`src/rtl/pwm_multichannel_if.sv`:
```
// Duty-register write port shared by the SPI register block and the PWM core.
interface pwm_multichannel_if #(
  parameter int WIDTH = 8,
  parameter int SEL_W = 2
);
  logic             duty_wr;
  logic [SEL_W-1:0] duty_sel;
  logic [WIDTH-1:0] duty_data;

  modport master (output duty_wr, duty_sel, duty_data);
  modport slave  (input  duty_wr, duty_sel, duty_data);
endinterface

```
`src/rtl/pwm_multichannel.sv`:
```
// Multichannel PWM on one shared period counter, edge/center aligned, double-buffered duties.
// States: IDLE = counter parked at 0, outputs low | RUN = counting, compares active.
module pwm_multichannel #(
  parameter int CHANNELS   = 4,
  parameter int WIDTH      = 8,
  parameter int PERIOD_RST = 10,
  parameter int SEL_W      = 2
) (
  input  logic                SLK,
  input  logic                rst,
  input  logic                en,
  input  logic [WIDTH-1:0]    period,
  input  logic                mode,
  pwm_multichannel_if.slave   duty_if,
  output logic [CHANNELS-1:0] pwm,
  output logic                period_tick,
  output logic [WIDTH-1:0]    cnt_out
);

  typedef enum logic {IDLE, RUN} state_t;

  state_t           state;
  logic [WIDTH-1:0] cnt;
  logic [WIDTH-1:0] act_period;
  logic             act_mode;
  logic             dir_down;
  logic [WIDTH-1:0] shadow   [CHANNELS];
  logic [WIDTH-1:0] act_duty [CHANNELS];

  logic [WIDTH-1:0] pe;
  logic [WIDTH-1:0] cnt_nxt;
  logic             dir_down_nxt;
  logic             boundary;
  logic             wr_ok;

  assign cnt_out = cnt;

  always_comb begin
    pe           = (act_period == '0) ? WIDTH'(1) : act_period;
    cnt_nxt      = cnt + WIDTH'(1);
    dir_down_nxt = dir_down;
    if (!act_mode || pe == WIDTH'(1)) begin
      if (cnt >= pe - WIDTH'(1)) cnt_nxt = '0;
    end else if (!dir_down) begin
      // Turnaround at the top; for Pe=2 this lands directly on 0 and is a boundary.
      if (cnt >= pe - WIDTH'(1)) begin
        cnt_nxt      = pe - WIDTH'(2);
        dir_down_nxt = 1'b1;
      end
    end else begin
      cnt_nxt = cnt - WIDTH'(1);
    end
    boundary = (state == IDLE) ? en : (en && cnt_nxt == '0);
    wr_ok    = duty_if.duty_wr && (int'(duty_if.duty_sel) < CHANNELS);
  end

  always_ff @(posedge SLK) begin
    if (rst) begin
      state       <= IDLE;
      cnt         <= '0;
      dir_down    <= 1'b0;
      act_period  <= WIDTH'(PERIOD_RST);
      act_mode    <= 1'b0;
      pwm         <= '0;
      period_tick <= 1'b0;
      for (int i = 0; i < CHANNELS; i++) begin
        shadow[i]   <= '0;
        act_duty[i] <= '0;
      end
    end else begin
      for (int i = 0; i < CHANNELS; i++) begin
        if (wr_ok && int'(duty_if.duty_sel) == i) shadow[i] <= duty_if.duty_data;
      end

      // A write landing on the boundary edge goes straight into the active duty.
      if (boundary) begin
        act_period <= period;
        act_mode   <= mode;
        for (int i = 0; i < CHANNELS; i++) begin
          act_duty[i] <= (wr_ok && int'(duty_if.duty_sel) == i) ? duty_if.duty_data : shadow[i];
        end
      end

      period_tick <= (state == RUN) && (cnt == '0);
      for (int i = 0; i < CHANNELS; i++) begin
        pwm[i] <= (state == RUN) && (act_duty[i] > cnt);
      end

      case (state)
        IDLE: begin
          cnt      <= '0;
          dir_down <= 1'b0;
          if (en) state <= RUN;
        end
        RUN: begin
          if (!en) begin
            state    <= IDLE;
            cnt      <= '0;
            dir_down <= 1'b0;
          end else begin
            cnt      <= cnt_nxt;
            dir_down <= boundary ? 1'b0 : dir_down_nxt;
          end
        end
        default: state <= IDLE;
      endcase
    end
  end

endmodule

```
`src/flat_wrapper.sv`:
```
// flat-port wrapper written by rule: the top's interface ports become plain ports
module pwm_multichannel_flat 
#(
  parameter int CHANNELS   = 4,
  parameter int WIDTH      = 8,
  parameter int PERIOD_RST = 10,
  parameter int SEL_W      = 2
)
  (SLK, rst, en, period, mode, pwm, period_tick, cnt_out, duty_if_duty_wr, duty_if_duty_sel, duty_if_duty_data);
  pwm_multichannel_if #(.WIDTH(WIDTH), .SEL_W(SEL_W)) duty_if_i ();
  input  logic SLK;
  input  logic rst;
  input  logic en;
  input  logic [WIDTH-1:0] period;
  input  logic mode;
  output logic [CHANNELS-1:0] pwm;
  output logic period_tick;
  output logic [WIDTH-1:0] cnt_out;
  input wire logic [$bits(duty_if_i.duty_wr)-1:0] duty_if_duty_wr;
  input wire logic [$bits(duty_if_i.duty_sel)-1:0] duty_if_duty_sel;
  input wire logic [$bits(duty_if_i.duty_data)-1:0] duty_if_duty_data;
  assign duty_if_i.duty_wr = duty_if_duty_wr;
  assign duty_if_i.duty_sel = duty_if_duty_sel;
  assign duty_if_i.duty_data = duty_if_duty_data;
  pwm_multichannel #(.CHANNELS(CHANNELS), .WIDTH(WIDTH), .PERIOD_RST(PERIOD_RST), .SEL_W(SEL_W)) u_core (.SLK(SLK), .rst(rst), .en(en), .period(period), .mode(mode), .duty_if(duty_if_i), .pwm(pwm), .period_tick(period_tick), .cnt_out(cnt_out));
endmodule
```
`config.mk`:
```
export PLATFORM = sky130hd
export DESIGN_NAME = pwm_multichannel_flat
export DESIGN_NICKNAME = d
export VERILOG_FILES = /design/src/rtl/pwm_multichannel_if.sv /design/src/rtl/pwm_multichannel.sv /design/src/flat_wrapper.sv
export SDC_FILE = /design/constraint.sdc
export NUM_CORES = 1
export LEC_CHECK = 0
export ABC_AREA = 0
export CAP_MARGIN = 10
export CORE_MARGIN = 3
export CORE_UTILIZATION = 50
export CTS_BUF_LIST = sky130_fd_sc_hd__clkbuf_2
export DETAILED_ROUTE_END_ITERATION = 8
export PLACE_DENSITY = 0.73
export SLEW_MARGIN = 30
export SYNTH_ARGS = -nofsm -noshare
export SYNTH_HDL_FRONTEND = slang
export SYNTH_SLANG_ARGS = --single-unit
export TNS_END_PERCENT = 20
```
`constraint.sdc`:
```
create_clock -name SLK -period 6.2 [get_ports SLK]
set_clock_uncertainty 0.2 [all_clocks]
set_input_delay 0.93 -clock SLK [delete_from_list [all_inputs] [get_ports SLK]]
set_output_delay 0.93 -clock SLK [all_outputs]
set_load 0.02 [all_outputs]
```
==> key figures, run 1 <==
CTS
  – CTS HTree Levels: 3
  – CTS Hold Bufs: 0
  – Post-CTS Setup Inserts: 0
  – Total CTS buffers: 9
  – TritonCTS clock tree: built
  – Clk buf depth: 2
  – Resize count post-CTS: 0
  – Clk Latency, worst-skew pair: 540 ps
  – CTS clk-pin slew, worst paths: 250 ps
  – CTS root buf: clkbuf_2
  – Total clock sinks: 88

Power
  – Pwr Density: 205 nW/µm²
  – Power Total: 1.22 mW
  – LEAKAGE: 2.44 nW
  – Max rail drop VDD: 0.116 mV

Timing
  – Achievable clock frequency: 195 MHz
  – Slew Limit Fails: 0
  – TNS Setup: 0 ps
  – Max-slew headroom: 0.448
  – Final setup vio count: 0
  – Tcrit/Tclk final: 0.828
  – RSZ-0062 raised after global routing: no
  – Fin. Hold Viols: 0
  – Worst-margin pin slew: 825 ps
  – Final min period: 5130 ps

Worst setup path
  – Worst r2r path cells: 17
  – Slowest CP cell: or2_2
  – Flop-to-flop setup slack: 1070 ps
  – R2R Path End: u_core.act_duty[3][7]
  – Crit end category: flop
  – Req. time, crit path: 6210 ps
  – RR Startpoint: u_core.act_period[5]
  – Critical path type: reg -> reg
  – Worst Setup SP: u_core.act_period[5]
  – Peak fanout along the critical path: 32
  – Worst-path cell chain: nor4_4 -> a21o_1 -> inv_1 -> ha_1 -> nand2_1 -> nor2_1 -> xnor2_1 -> ha_1 -> or4_1 -> a21oi_1 -> o31ai_4 -> and4_1 -> nor3_1 -> nand4_1 -> o41ai_2 -> buf_4 -> or2_2
  – Crit path to: u_core.act_duty[3][7]
  – Max incr delay on CP: 600 ps
  – Crit-path most repeated cell: ha_1
  – CP startpoint kind: flop
  – Worst path arrival time: 5140 ps

Die
  – Number of top-level pins: 36
  – Core Area: 10300 µm²
  – DIE HEIGHT: 109 µm
  – Die area: 11900 µm²
  – Row count: 37
  – Initial Util: 0.516
  – Die X: 109 µm

Logic synthesis
  – Synth async-reset ratio: 0
  – Main synth FF type: edfxtp_1
  – Post-synth top area share: 0.361
  – Yosys warns: 0
  – Seq cells post-synth: 88
  – Syn Nets: 543
  – Avg Cell Area, Syn: 11.3 µm²
  – Register area share after synthesis: 0.451
  – Area leader, netlist: edfxtp_1
  – Post-Syn Area: 5320 µm²
  – Synth top cells by count: edfxtp_1, ha_1, mux2i_1
  – Mapped Cells: 473
  – Yosys cell types: 48
  – Count leader, synth: edfxtp_1
  – Synth area leaders: edfxtp_1, ha_1, dfxtp_1, mux2i_1, nor3_2
  – Post-synth EDFFs: 64

Job
  – Max-cap violations: 0

Route
  – Remaining DRCs: 0
  – Via-per-instance ratio: 5.70
  – Top layer in use: met4
  – Final WL: 11.0 mm
  – Post-DR wirelength/cell: 17.1 µm
  – Via count: 3663
  – Routed Antenna Nets: 0
  – Pre-antenna DRT Iters: 5
  – DR WL met3: 478 µm
  – Met2 wire len: 5.35 mm
  – M1 WL: 4.95 mm
  – DRT iter0 DRCs: 181

Cells and area
  – Final Cell Area: 5930 µm²
  – Layout cells sized above 1: 0.114
  – Final nets: 572
  – Diode count: 0
  – Area Overhead vs Synth: 11.4%

Global route
  – Vias in the first global route: 3666
  – First-pass GRT wire length: 17.7 mm
  – Overflow after GRT: 0
  – Largest net degree at the start of global routing: 35
  – Antenna violations before repair: 0
  – Total track usage: 0.194

Outcome
  – Outcome: completed

Placement
  – # port buffers: 35
  – DP Area: 5760 µm²
  – Post-DP HPWL: 7.99 mm
  – Placer Congestion: 0.894

Min path
  – Worst hold path type: reg -> reg
  – WHS Path Cells: 2
[critical path: cells and delay by family, from the launching register on]
family	cells	cell delay, ps
buffers and inverters	2	350
XOR/XNOR	1	140
flip-flops	1	450
AND/OR/NAND/NOR	8	2250
adder cells (fa/ha/maj)	2	410
AO/OA/AOI/OAI	4	1000
[registers in the layout, indices dropped and copies added, names as in the netlist]
signal,count
u_core.shadow,32
u_core.act_duty,32
u_core.act_period,8
u_core.state,1
u_core.period_tick,1
u_core.act_mode,1
u_core.cnt_out,8
u_core.dir_down,1
u_core.pwm,4
[power breakdown]
part / total, mW / switching, mW / internal (mW)
combinational: 0.194 / 0.109 / 0.0846
clock: 0.331 / 0.225 / 0.106
sequential: 0.693 / 0.0191 / 0.674
total: 1.22 / 0.353 / 0.864
[how the worst min path moves through the flow]
stage	from	to	slack, ps
6_report	u_core.act_period[0]	u_core.act_period[0]	310
5_1_grt	u_core.act_period[0]	u_core.act_period[0]	330
4_1_cts	u_core.act_period[0]	u_core.act_period[0]	310
3_5_place_dp	u_core.act_period[0]	u_core.act_period[0]	280
3_3_place_gp	u_core.act_period[0]	u_core.act_period[0]	280
2_1_floorplan	u_core.act_period[0]	u_core.act_period[0]	250
[cells in the final DEF, fill, tap and decap left out, drive strengths merged, types with 2 or more instances in the layout]
master	count
nand4	11
nor3b	2
clkinv	2
o211a	4
mux2i	42
or3	3
xnor2	13
nor2b	7
nand3b	2
nor3	39
nor2	23
a21o	10
nand3	9
and4	4
ha	47
xor2	5
o221ai	2
and3	3
clkdlybuf4s50	34
nand2b	25
o21ai	11
or4	2
inv	27
clkbuf	9
or2	2
dfxtp	24
nor4	3
o21a	2
buf	4
and2	34
nand2	8
edfxtp	64
a21oi	14
a211oi	4
[area by class of cell]
class / instances / area, µm²
clock inverters: 7 / 92.6
repair buffers: 38 / 380
multi-input cells: 342 / 2750
well taps: 136 / 170
inverters: 23 / 86.3
fillers: 852 / 4400
clock buffers: 9 / 45.0
flip-flops and latches: 88 / 2400
[cell families after synthesis]
logic type      synth area share
simple gates               0.217
fa+ha+maj                  0.110
compound gates            0.0736
buf+inv                   0.0367
flops                      0.451
mux                       0.0811
xor+xnor                  0.0296
[metal layers]
| layer | GRT usage | up-vias |
|---|---|---|
| met5 | 0 | - |
| met4 | 0.0766 | 0 |
| met3 | 0.0326 | 21 |
| met2 | 0.324 | 102 |
| met1 | 0.253 | 1756 |
| li1 | - | 1784 |
[stage by stage]
stage	cells	hold WS (ps)	utilization	setup WS (ps)
final	643	306	0.574	1070
after global routing	643	326	0.574	655
after CTS	642	313	0.571	823
after detailed placement	626	283	0.558	861
after global placement	626	279	0.558	1050
after floorplan	473	249	-	1710
(Power assumes the default switching activity.)
==> run 2: changes to the inputs <==
--- a/config.mk
+++ b/config.mk
@@ -11,7 +11,7 @@
 export CORE_UTILIZATION = 50
 export CTS_BUF_LIST = sky130_fd_sc_hd__clkbuf_2
 export DETAILED_ROUTE_END_ITERATION = 8
-export PLACE_DENSITY = 0.73
+export PLACE_DENSITY = 0.76
 export SLEW_MARGIN = 30
 export SYNTH_ARGS = -nofsm -noshare
 export SYNTH_HDL_FRONTEND = slang
==> constraint.sdc (replaced) <==
create_clock -name SLK -period 4.4 [get_ports SLK]
set_clock_uncertainty 0.2 [all_clocks]
set_input_delay 0.66 -clock SLK [delete_from_list [all_inputs] [get_ports SLK]]
set_output_delay 0.66 -clock SLK [all_outputs]
set_load 0.02 [all_outputs]
==> run 2 against run 1 <==
Via count grew 2.5%. Register-to-register slack got worse by 880 ps. Global-route usage up 0.37 points. Routed wire length up 6.9%. Sequential power up 40%. Core utilization is 2.8 points higher. First-iteration DRC count increased by 7.2%. Flip-flop and latch count unchanged. Clock power rose by 18%. Cell area increased by 4.8%. Critical endpoint is now u_core.act_duty[1][4]. Largest power group unchanged. Highest routed layer unchanged.
==> key figures, run 2 (synthesis results as in run 1) <==
CTS
  – CTS HTree Levels: 3
  – Clk buf depth: 2
  – CTS root buf: clkbuf_2
  – TritonCTS clock tree: built
  – Total CTS buffers: 9
  – Clk Latency, worst-skew pair: 550 ps
  – Total clock sinks: 88
  – CTS clk-pin slew, worst paths: 260 ps

Power
  – Power Total: 1.68 mW
  – LEAKAGE: 2.57 nW
  – Combinational power share: 0.190
  – Max rail drop VDD: 0.163 mV
  – Switching component of the power: 0.498 mW
  – Pwr Density: 270 nW/µm²
  – Sw Share: 0.297
  – Clk pwr share: 0.232
  – Int Power: 1.18 mW
  – Sequential Power Share: 0.578

Worst setup path
  – Slowest CP cell: dfxtp_2
  – Crit-path most repeated cell: ha_2
  – Worst path arrival time: 4320 ps
  – Crit end category: flop
  – Req. time, crit path: 4510 ps
  – Crit path buf inv count: 3
  – CP delay by family, top: compound AO/OA/AOI/OAI gates
  – Max incr delay on CP: 400 ps
  – CP startpoint kind: flop
  – Peak fanout along the critical path: 9
  – Critical path type: reg -> reg
  – Critical path depth: 18
  – Worst r2r path cells: 18
  – Worst-path cell chain: nor4_4 -> a21o_1 -> inv_1 -> ha_2 -> nand2_2 -> nor2_1 -> xnor2_1 -> ha_2 -> o21a_1 -> a21oi_2 -> o31ai_4 -> buf_4 -> o32ai_1 -> a21oi_1 -> nand4_1 -> o41ai_2 -> or2_4 -> clkbuf_16

Placement
  – Post-placement cell count: 642
  – Placer Congestion: 0.940
  – Post-DP HPWL: 8.26 mm
  – # port buffers: 35
  – DP Area: 5920 µm²

Route
  – Post-DR wirelength/cell: 17.6 µm
  – Routed Antenna Nets: 0
  – Final WL: 11.7 mm
  – Pre-antenna DRT Iters: 4
  – Via-per-instance ratio: 5.65
  – Remaining DRCs: 0
  – Via count: 3756
  – DRT iter0 DRCs: 194

Cells and area
  – Biggest regs: u_core.act_duty: 32 flops, u_core.shadow: 32 flops
  – Final Cell Area: 6210 µm²
  – Layout cells sized above 1: 0.178
  – Diode count: 0
  – Most common cell after layout, fill and taps aside: edfxtp_1
  – Final nets: 594
  – Area Overhead vs Synth: 16.7%
  – Most frequent cells in the layout: edfxtp_1, ha_1, mux2i_1, clkdlybuf4s50_1
  – Final Non-Filler Cells: 665

Die
  – Die area: 11900 µm²
  – Number of top-level pins: 36
  – Core Area: 10300 µm²
  – Die X: 109 µm
  – Row count: 37
  – Initial Util: 0.516
  – DIE HEIGHT: 109 µm

Global route
  – Overflow after GRT: 0
  – Largest net degree at the start of global routing: 35
  – Antenna violations before repair: 0
  – First-pass GRT wire length: 18.1 mm
  – Total track usage: 0.198
  – Vias in the first global route: 3649

Timing
  – Fin. Hold Viols: 0
  – Final min period: 4210 ps
  – TNS Setup: 0 ps
  – Worst-margin pin slew: 862 ps
  – Max-slew headroom: 0.423
  – Hold slack: 299 ps
  – Slew Limit Fails: 0
  – Final setup vio count: 0
  – Achievable clock frequency: 238 MHz
  – Tcrit/Tclk final: 0.957

Min path
  – WHS Path Cells: 2
  – Worst hold path type: reg -> reg

Outcome
  – Outcome: completed

Job
  – Max-cap violations: 0
-- run 2: repair_timing --
| item | 4_1_cts | 5_1_grt |
|---|---|---|
| setup endpoints to repair | 73 | 74 |
| gates cloned | 0 | 3 |
| hold buffers | 0 | 0 |
| gates resized for setup | 2 | 18 |
| pin swaps | 0 | 9 |
| hold endpoints to repair | 0 | 0 |
| buffers inserted | 3 | 1 |
-- run 2: final timing paths --
path | start | end | slack, ps
setup / recovery | u_core.act_period[4] | u_core.act_duty[1][4] | 190
hold / removal | u_core.act_period[0] | u_core.act_period[0] | 300
setup reg to reg | u_core.act_period[4] | u_core.act_duty[1][4] | 190
hold reg to reg | u_core.act_period[0] | u_core.act_period[0] | 300
-- run 2: power by group through the flow --
stage	logic (mW)	clock network [mW]	registers (mW)
finish	0.318	0.390	0.971
global route	0.350	0.428	0.976
CTS	0.302	0.397	0.971
detailed placement	0.294	0	0.989
global placement	0.280	0	0.987
floorplan	0.192	0	0.986
-- run 2: per-layer routing --
metal,share of wire,global-route usage
met1,0.42,0.244
met2,0.50,0.350
met3,0.051,0.0296
met4,0.024,0.0757
met5,0,0
-- run 2: cell type report --
cell class                      count  area [µm²]
Inverter                           23        86.3
Clock inverter                      6        51.3
Clock buffer                       10        50.0
Sequential cell                    88        2400
Fill cell                         834        4110
Tap cell                          136         170
Multi-Input combinational cell    342        2820
Timing Repair Buffer               60         636
-- run 2: stage by stage --
stage	util	setup WS, ps
2_1_floorplan	-	86.7
3_3_place_gp	0.574	88.7
3_5_place_dp	0.574	-82.3
4_1_cts	0.587	75.8
5_1_grt	0.602	-56.1
6_report	0.602	191
-- run 2: worst register-to-register path, stage by stage, from the launching register on --
cell       delay [ps]
dfxtp_2           400
nor4_4            280
a21o_1            180
inv_1              70
ha_2              190
nand2_2            90
nor2_1             50
xnor2_1           120
ha_2              320
o21a_1            130
a21oi_2            70
o31ai_4           390
buf_4             200
o32ai_1           100
a21oi_1           240
nand4_1           210
o41ai_2           300
or2_4             270
clkbuf_16         180
